## src/rtl/hazard_ctrl.sv

```systemverilog
// hazard_ctrl: stall, flush and forwarding control for a 5-stage pipeline (F, D, E, M, W).
//
// Stall, flush and forward outputs are combinational from the inputs and the current state.
// The memory-wait FSM (RUN / MEM_WAIT / ERR) and the sticky timeout flag are registered.
//
// Optional build macro: HAZARD_PERF_EN
//   defined   -> saturating stall/flush cycle counters drive stallCnt_o / flushCnt_o
//   undefined -> both counter ports are tied to zero and no counter flops exist
module hazard_ctrl #(
    parameter int unsigned MEM_TIMEOUT = 64,
    parameter int unsigned CNT_W       = 32
) (
    input  logic             clk_i,
    input  logic             rst_i,
    // Source and destination registers from the pipeline registers
    input  logic [4:0]       rs1D_i,
    input  logic [4:0]       rs2D_i,
    input  logic [4:0]       rs1E_i,
    input  logic [4:0]       rs2E_i,
    input  logic [4:0]       rdE_i,
    input  logic             RegWriteE_i,
    input  logic             LoadE_i,
    input  logic             branchTakenE_i,
    input  logic [4:0]       rdM_i,
    input  logic             RegWriteM_i,
    input  logic [4:0]       rdW_i,
    input  logic             RegWriteW_i,
    // Data memory handshake
    input  logic             memReq_i,
    input  logic             memReady_i,
    // Pipeline control
    output logic             StallF_o,
    output logic             StallD_o,
    output logic             StallE_o,
    output logic             StallM_o,
    output logic             FlushD_o,
    output logic             FlushE_o,
    output logic [1:0]       ForwardA_o,
    output logic [1:0]       ForwardB_o,
    output logic             memErr_o,
    output logic [CNT_W-1:0] stallCnt_o,
    output logic [CNT_W-1:0] flushCnt_o
);

    // Wait counter is wide enough to hold MEM_TIMEOUT-1, the last cycle before ERR.
    localparam int unsigned TmoW = (MEM_TIMEOUT > 2) ? $clog2(MEM_TIMEOUT) : 1;
    localparam logic [TmoW-1:0] TmoOne  = TmoW'(1);
    localparam logic [TmoW-1:0] TmoLast = TmoW'(MEM_TIMEOUT - 1);

    // Forwarding select encodings
    localparam logic [1:0] FwdReg = 2'b00;
    localparam logic [1:0] FwdW   = 2'b01;
    localparam logic [1:0] FwdM   = 2'b10;

    typedef enum logic [1:0] {
        StRun     = 2'b00,
        StMemWait = 2'b01,
        StErr     = 2'b10
    } state_e;

    state_e          state_q;
    logic [TmoW-1:0] tmo_cnt_q;
    logic            mem_err_q;

    logic mem_stall;
    logic load_use;

    // Pick the youngest in-flight producer of rs; x0 is never forwarded.
    function automatic logic [1:0] fwd_sel(input logic [4:0] rs,
                                           input logic [4:0] rd_m, input logic we_m,
                                           input logic [4:0] rd_w, input logic we_w);
        logic [1:0] sel;
        sel = FwdReg;
        if (we_m && (rd_m != 5'd0) && (rd_m == rs)) begin
            sel = FwdM;
        end else if (we_w && (rd_w != 5'd0) && (rd_w == rs)) begin
            sel = FwdW;
        end
        return sel;
    endfunction

    // Hazard detection terms shared by the output decode
    always_comb begin
        mem_stall = 1'b0;
        unique case (state_q)
            StRun:     mem_stall = memReq_i && !memReady_i;
            StMemWait: mem_stall = !memReady_i;
            StErr:     mem_stall = 1'b1;
            default:   mem_stall = 1'b1;
        endcase

        load_use = LoadE_i && RegWriteE_i && (rdE_i != 5'd0) &&
                   ((rdE_i == rs1D_i) || (rdE_i == rs2D_i));
    end

    // Output decode: reset bubbles, then memory stall > branch flush > load-use interlock
    always_comb begin
        StallF_o   = 1'b0;
        StallD_o   = 1'b0;
        StallE_o   = 1'b0;
        StallM_o   = 1'b0;
        FlushD_o   = 1'b0;
        FlushE_o   = 1'b0;
        ForwardA_o = FwdReg;
        ForwardB_o = FwdReg;

        if (rst_i) begin
            FlushD_o = 1'b1;
            FlushE_o = 1'b1;
        end else begin
            ForwardA_o = fwd_sel(rs1E_i, rdM_i, RegWriteM_i, rdW_i, RegWriteW_i);
            ForwardB_o = fwd_sel(rs2E_i, rdM_i, RegWriteM_i, rdW_i, RegWriteW_i);

            if (mem_stall) begin
                // Freeze the whole front of the pipe; W keeps draining.
                StallF_o = 1'b1;
                StallD_o = 1'b1;
                StallE_o = 1'b1;
                StallM_o = 1'b1;
            end else if (branchTakenE_i) begin
                // D holds a wrong-path instruction, so a load-use hit on it is moot.
                FlushD_o = 1'b1;
                FlushE_o = 1'b1;
            end else if (load_use) begin
                // Hold F/D one cycle and inject a bubble behind the load.
                StallF_o = 1'b1;
                StallD_o = 1'b1;
                FlushE_o = 1'b1;
            end
        end
    end

    // Memory-wait FSM with bounded timeout and sticky error flag
    always_ff @(posedge clk_i) begin
        if (rst_i) begin
            state_q   <= StRun;
            tmo_cnt_q <= '0;
            mem_err_q <= 1'b0;
        end else begin
            unique case (state_q)
                StRun: begin
                    if (memReq_i && !memReady_i) begin
                        state_q   <= StMemWait;
                        tmo_cnt_q <= TmoOne;
                    end
                end
                StMemWait: begin
                    if (memReady_i) begin
                        state_q   <= StRun;
                        tmo_cnt_q <= '0;
                    end else if (tmo_cnt_q == TmoLast) begin
                        state_q   <= StErr;
                        mem_err_q <= 1'b1;
                    end else begin
                        tmo_cnt_q <= tmo_cnt_q + TmoOne;
                    end
                end
                StErr: begin
                    // Only reset leaves ERR.
                    mem_err_q <= 1'b1;
                end
                default: begin
                    state_q   <= StErr;
                    mem_err_q <= 1'b1;
                end
            endcase
        end
    end

    assign memErr_o = mem_err_q;

`ifdef HAZARD_PERF_EN
    localparam logic [CNT_W-1:0] CntOne = CNT_W'(1);

    logic [CNT_W-1:0] stall_cnt_q;
    logic [CNT_W-1:0] flush_cnt_q;

    // Saturating counts of front-end stall cycles and E-stage bubble cycles
    always_ff @(posedge clk_i) begin
        if (rst_i) begin
            stall_cnt_q <= '0;
            flush_cnt_q <= '0;
        end else begin
            if (StallF_o && (stall_cnt_q != '1)) begin
                stall_cnt_q <= stall_cnt_q + CntOne;
            end
            if (FlushE_o && (flush_cnt_q != '1)) begin
                flush_cnt_q <= flush_cnt_q + CntOne;
            end
        end
    end

    assign stallCnt_o = stall_cnt_q;
    assign flushCnt_o = flush_cnt_q;
`else
    assign stallCnt_o = '0;
    assign flushCnt_o = '0;
`endif

endmodule

```

## config.mk

```make
export PLATFORM = sky130hd
export DESIGN_NAME = hazard_ctrl
export DESIGN_NICKNAME = d
export VERILOG_FILES = /design/src/rtl/hazard_ctrl.sv
export SDC_FILE = /design/constraint.sdc
export NUM_CORES = 1
export LEC_CHECK = 0
export CORE_UTILIZATION = 32
export DETAILED_ROUTE_END_ITERATION = 8
export PLACE_DENSITY = 0.83
export RECOVER_POWER = 25
export SKIP_CTS_REPAIR_TIMING = 1
export SYNTH_ARGS = -nofsm -noshare
export SYNTH_HDL_FRONTEND = slang
export SYNTH_SLANG_ARGS = --single-unit
```

## constraint.sdc

```tcl
create_clock -name clk_i -period 1.9 [get_ports clk_i]
set_clock_uncertainty 0.05 [all_clocks]
set_input_delay 0.19 -clock clk_i [delete_from_list [all_inputs] [get_ports clk_i]]
set_output_delay 0.19 -clock clk_i [all_outputs]
set_load 0.01 [all_outputs]
```

-- Word level (Yosys, flattened, before mapping)
Index checks and enable logic that the tools add are counted.
- muxes and demuxes: 30
- bitwise logic cells: 2
- add/subtract/negate cells: 1
- reductions and logical operators: 20
- eq/ne operators: 14
- operator list (operator ; number):
    5-bit equality test ; 6
    6-bit two-way mux ; 3
    1-bit two-way mux ; 16
    5-bit nonzero test ; 3
    2-bit two-way mux ; 7
    6-bit one-hot mux with 2 select lines ; 1
    1-bit logical AND ; 10
    3-bit AND reduction ; 3
    6-bit by 1-bit adder with 6-bit output, second input constant ; 1
    6-bit equality test, second input constant ; 1
    2-bit != test, second input constant ; 3
    3-bit != test, second input constant ; 2
    2-bit one-hot mux with 3 select lines ; 1
    1-bit one-hot mux with 2 select lines ; 2
    2-bit by 1-bit equality test with 1-bit output, second input constant ; 1
    2-bit equality test, second input constant ; 1
    2-bit zero test ; 1
    1-bit NOT ; 2
    2-bit nonzero test ; 1
    1-bit zero test ; 1
    1-bit logical OR ; 1
- flip-flop bits (word level): 9
- bits of input ports: 44
- word-level logic and storage cells: 70

-- Longest topological paths before layout
- depth after elaboration: 7
- mapped depth: 6
- mapped depth without buffers: 5

-- Worst setup path before layout
No wires, ideal clock.
- kind: flip-flop to output port
- start: register state_q[1]
- end: output StallF_o
- cell stages (with the launch flop): 7
- arrival: 1537 ps
- buffers on the path: 2
- slack: 123 ps
- cells stage by stage: dfxtp_1 > clkbuf_1 > nor2b_1 > a21oi_1 > inv_1 > o31ai_1 > buf_4
- word-level cells in the longest chain between the ends: 4
- elaborated cells on any way between the ends: 5
- those cells by class: eq/ne (1); mux (3); reduce/logical (1)
- RTL lines (what ; RTL line ; source):
    start, declared ; 61 ; state_e state_q;
    start signal, assigned ; 136 ; state_q <= StRun;
    start signal, assigned ; 143 ; state_q <= StMemWait;
    start signal, assigned ; 149 ; state_q <= StRun;
    2-bit by 1-bit equality test with 1-bit output or 2-bit zero test (tied branches) ; 85 ; unique case (state_q)
    1-bit one-hot mux with 2 select lines (*) ; 85 ;
    1-bit two-way mux (*) (2 in series) ; - ;
    end, declared ; 32 ; output logic StallF_o,
Mark *: on every way between the ends. The rest lies on a longest branch, timed or not.

-- Worst setup path in the final report
- start: input rs1E_i[4]
- end: output ForwardA_o[0]
- word-level cells in the longest chain between the ends: 5
- elaborated cells on any way between the ends: 7
- those cells by class: eq/ne (2); mux (3); reduce/logical (2)
- RTL lines (what ; RTL line ; source):
    start, declared ; 18 ; input logic [4:0] rs1E_i,
    5-bit equality test ; 76 ; end else if (we_w && (rd_w != 5'd0) && (rd_w == rs)) begin
    1-bit logical AND ; 76 ;
    1-bit two-way mux ; 76 ;
    2-bit two-way mux (*) ; 74 ; if (we_m && (rd_m != 5'd0) && (rd_m == rs)) begin
    2-bit two-way mux (*) ; 107 ; if (rst_i) begin
    end, declared ; 38 ; output logic [1:0] ForwardA_o,
Marked as above.

==> metrics.txt <==
# TYPE chip_impl_metric gauge
chip_impl_info{name="status",value="completed"} 1
chip_impl_metric{name="pin_count_of_the_biggest_net_entering_global_routing",unit=""} 14
chip_impl_metric{name="r2r_slack",unit="ps"} 270
chip_impl_metric{name="die-height",unit="microns"} 68.0
chip_impl_metric{name="p_comb_frac",unit=""} 0.450
chip_impl_metric{name="routability_congestion_estimate",unit=""} 0.876
chip_impl_metric{name="detailedRoute.firstPassIterationCount",unit=""} 4
chip_impl_metric{name="synth_mux_area_frac",unit=""} 0
chip_impl_metric{name="yosys.area_share.simple",unit=""} 0.191
chip_impl_metric{name="syn_area",unit="sq um"} 1390
chip_impl_metric{name="antennaDiodeCount",unit=""} 0
chip_impl_metric{name="clk_latency",unit="ps"} 240
chip_impl_metric{name="timing.max_cap.violations",unit=""} 0
chip_impl_metric{name="async_flop_share",unit=""} 0
chip_impl_metric{name="finalSetupViolCount",unit=""} 0
chip_impl_metric{name="final_antenna_net_count",unit=""} 0
chip_impl_metric{name="detailedRoute.firstIterationViolations",unit=""} 16
chip_impl_metric{name="synthesis.area_per_instance",unit="sq um"} 7.78
chip_impl_info{name="r2r_start",value="tmo_cnt_q[0]"} 1
chip_impl_metric{name="initial_util",unit=""} 0.341
chip_impl_metric{name="postSynthCellCount",unit=""} 179
chip_impl_metric{name="area_growth_syn_to_layout",unit="%"} 49.6
chip_impl_metric{name="final-instance-count-excl-fill",unit=""} 308
chip_impl_metric{name="grtUsageTotal",unit=""} 0.136
chip_impl_metric{name="p_leak",unit="uW"} 0.00116
chip_impl_metric{name="clock_power_share",unit=""} 0.295
chip_impl_info{name="timing_worst_setup_path_type",value="in -> out"} 1
chip_impl_metric{name="seq_area_frac_synth",unit=""} 0.129
chip_impl_metric{name="synth_compound_gate_area_share",unit=""} 0.107
chip_impl_metric{name="number_of_cts_inserted_buffers",unit=""} 3
chip_impl_metric{name="ir_drop",unit="V"} 0.000179
chip_impl_metric{name="hold_ws",unit="ps"} 215
chip_impl_metric{name="seqPwrFrac",unit=""} 0.255
chip_impl_metric{name="fmax",unit="MHz"} 530
chip_impl_metric{name="routed_wirelength",unit="microns"} 3490
chip_impl_metric{name="synth-xor-area-share",unit=""} 0.189
chip_impl_metric{name="first_global_vias",unit=""} 1211
chip_impl_metric{name="place_worst_setup_slack",unit="ps"} -674
chip_impl_info{name="whs_endpoint",value="state_q[0]"} 1
chip_impl_metric{name="cts-root-to-sink-buffers",unit=""} 2
chip_impl_info{name="critPathLaunchType",value="primary input"} 1
chip_impl_metric{name="post_synth_num_cell_types",unit=""} 32
chip_impl_metric{name="number_of_nets_at_the_end_of_the_flow",unit=""} 304
chip_impl_metric{name="post_drt_via_cell_ratio",unit=""} 4.39
chip_impl_info{name="holdCritStartpoint",value="memReady_i"} 1
chip_impl_info{name="synth_common_cells",value="66 x sky130_fd_sc_hd__buf_4, 20 x sky130_fd_sc_hd__xor2_1, 10 x sky130_fd_sc_hd__xnor2_1"} 1
chip_impl_metric{name="switching_power",unit="uW"} 257
chip_impl_metric{name="period_share",unit=""} 0.993
chip_impl_info{name="grt_setup_unrepaired",value="true"} 1
chip_impl_metric{name="power_density",unit="nW/um^2"} 367
chip_impl_info{name="cts_tree",value="built"} 1
chip_impl_info{name="yosys-top-cells-area",value="sky130_fd_sc_hd__buf_4 36%, sky130_fd_sc_hd__dfxtp_1 13%, sky130_fd_sc_hd__xor2_1 13%, sky130_fd_sc_hd__xnor2_1 6.3%, sky130_fd_sc_hd__or4_1 3.2%"} 1
chip_impl_metric{name="final_max_slew_viol_count",unit=""} 0
chip_impl_metric{name="die_w",unit="microns"} 68.0
chip_impl_metric{name="htree_levels",unit=""} 1
chip_impl_metric{name="overflow",unit=""} 0
chip_impl_metric{name="num_io_pins",unit=""} 119
chip_impl_metric{name="place.detailed.instances",unit=""} 303
chip_impl_metric{name="buffers_on_ports",unit=""} 54
chip_impl_metric{name="top_fanout_value_on_the_critical_path",unit=""} 2
chip_impl_metric{name="finalHoldViolations",unit=""} 0
chip_impl_metric{name="placementRows",unit=""} 23
chip_impl_metric{name="vias",unit=""} 1353
chip_impl_info{name="rr_endpoint",value="tmo_cnt_q[2]"} 1
chip_impl_metric{name="place.detailed.hpwl",unit="microns"} 2800
chip_impl_metric{name="synth.ff_latch_count",unit=""} 9
chip_impl_metric{name="synth_largest_type_area_fraction",unit=""} 0.356
chip_impl_metric{name="routedWlPerCell",unit="microns"} 11.3
chip_impl_info{name="synth_top_family_by_area",value="buffers and inverters"} 1
chip_impl_metric{name="data_arrival_time_of_the_critical_path",unit="ps"} 1650
chip_impl_metric{name="power.switching_fraction",unit=""} 0.336
chip_impl_info{name="holdCritPathClass",value="in -> reg"} 1
chip_impl_metric{name="die-area",unit="sq um"} 4620
chip_impl_metric{name="worst_ep_required_time",unit="ps"} 1660
chip_impl_info{name="critPathCaptureType",value="output port"} 1
chip_impl_metric{name="clock_sinks",unit=""} 9
chip_impl_metric{name="drc",unit=""} 0
chip_impl_metric{name="initial_antenna_violation_count",unit=""} 0
chip_impl_metric{name="synth_edf_count",unit=""} 0
chip_impl_metric{name="yosys_synthesis_warning_count",unit=""} 0
chip_impl_metric{name="r2r.worst_path.cells",unit=""} 5
chip_impl_metric{name="final_critical_path_setup_slack",unit="ps"} 13.4
chip_impl_metric{name="setup_total_negative_slack",unit="ps"} 0
chip_impl_metric{name="worst_hold_path.num_cells",unit=""} 3
chip_impl_metric{name="p_int",unit="uW"} 508
chip_impl_metric{name="core_region_area",unit="sq um"} 4090
chip_impl_info{name="synth_most_common_cell",value="sky130_fd_sc_hd__buf_4"} 1
chip_impl_info{name="ys_dominant_reg_cell",value="sky130_fd_sc_hd__dfxtp_1"} 1
chip_impl_info{name="netlist.top_cell.by_area",value="sky130_fd_sc_hd__buf_4"} 1
chip_impl_metric{name="fillerInstances",unit=""} 389
chip_impl_metric{name="clock_slew_at_reported_path_ffs",unit="ps"} 50
chip_impl_info{name="cts.root.buffer_cell",value="sky130_fd_sc_hd__clkbuf_8"} 1
chip_impl_metric{name="final.min_clock_period",unit="ps"} 1890
chip_impl_metric{name="grt_first_pass_wirelength",unit="microns"} 4730
chip_impl_metric{name="post_synth_adder_cell_area",unit=""} 0.00898
chip_impl_metric{name="final_layout_size_suffix_gt1_frac",unit=""} 0.198
[worst max-delay path: stages]
cell                              delay [ps]
sky130_fd_sc_hd__clkdlybuf4s50_1         440
sky130_fd_sc_hd__xor2_1                  150
sky130_fd_sc_hd__or4_1                   530
sky130_fd_sc_hd__nor4_2                  160
sky130_fd_sc_hd__buf_2                   170
[registers in the layout, indices dropped and copies added (netlist names)]
| name | flops |
|---|---|
| tmo_cnt_q | 6 |
| memErr_o | 1 |
| state_q | 2 |
[layout make-up]
class,count,area (sq um),share of cell area
clock buffers,4,45.0,0.0216
inverters,4,15.0,0.00721
multi-input cells,161,993,0.477
flip-flops and latches,9,180,0.0865
well taps,50,62.6,0.0300
repair buffers,80,787,0.378
[layout by cell type, fill, tap and decap left out, types with 2 or more instances in the layout]
cell and n:
sky130_fd_sc_hd__a21oi_1 4, sky130_fd_sc_hd__or4_1 3, sky130_fd_sc_hd__nand2_1 5, sky130_fd_sc_hd__buf_2 4, sky130_fd_sc_hd__buf_4 25, sky130_fd_sc_hd__or4_4 3, sky130_fd_sc_hd__clkbuf_8 3, sky130_fd_sc_hd__inv_1 3
sky130_fd_sc_hd__nor2_1 7, sky130_fd_sc_hd__dfxtp_1 9, sky130_fd_sc_hd__conb_1 64, sky130_fd_sc_hd__clkdlybuf4s50_1 22, sky130_fd_sc_hd__nor4_2 2, sky130_fd_sc_hd__dlymetal6s2s_1 27, sky130_fd_sc_hd__nand3_1 5, sky130_fd_sc_hd__nor2b_4 2
sky130_fd_sc_hd__xor2_1 20, sky130_fd_sc_hd__xnor2_1 10, sky130_fd_sc_hd__a311oi_1 4, sky130_fd_sc_hd__nor3_1 6, sky130_fd_sc_hd__nor3_2 2, sky130_fd_sc_hd__nor4_1 6
[cell families after synthesis]
group	count (synthesis)
buffers and inverters	72
DFF	9
xor gates and xnor gates	30
and+or+nand+nor	45
AOI/OAI and AO/OA	21
other	1
adders and majority gates	1
[worst max path at each step]
stage | from | to | depth (start not counted)
final | rs1E_i[4] | ForwardA_o[0] | 5
after global routing | rs1E_i[4] | ForwardA_o[0] | 5
after CTS | rdM_i[1] | ForwardA_o[0] | 6
after detailed placement | rdM_i[1] | ForwardA_o[0] | 6
after global placement | rdM_i[1] | ForwardB_o[0] | 6
after floorplan | state_q[1] | StallF_o | 6
[routing by layer]
metal	track usage	vias up	part of all wire	wire, microns
met5	0	-	0	0
met1	0.125	625	0.34	1180
met2	0.267	71	0.57	1980
met4	0.0703	0	0.036	124
met3	0.0350	13	0.058	201
li1	-	644	-	-
[stage by stage]
stage          cell area, sq um  power, uW  utilization
3_5_place_dp               1920        529        0.469
2_1_floorplan              1630        446            -
6_report                   2080        765        0.510
4_1_cts                    1960        759        0.480
5_1_grt                    2080        816        0.510
3_3_place_gp               1920        523        0.469
[power by group through the flow]
stage / logic [uW] / registers [uW] / clock network [uW]
detailed placement: 330 / 198 / 0
floorplan: 247 / 198 / 0
finish: 344 / 195 / 226
CTS: 331 / 195 / 233
global placement: 324 / 199 / 0
global route: 377 / 196 / 244
(Power assumes the default switching activity.)
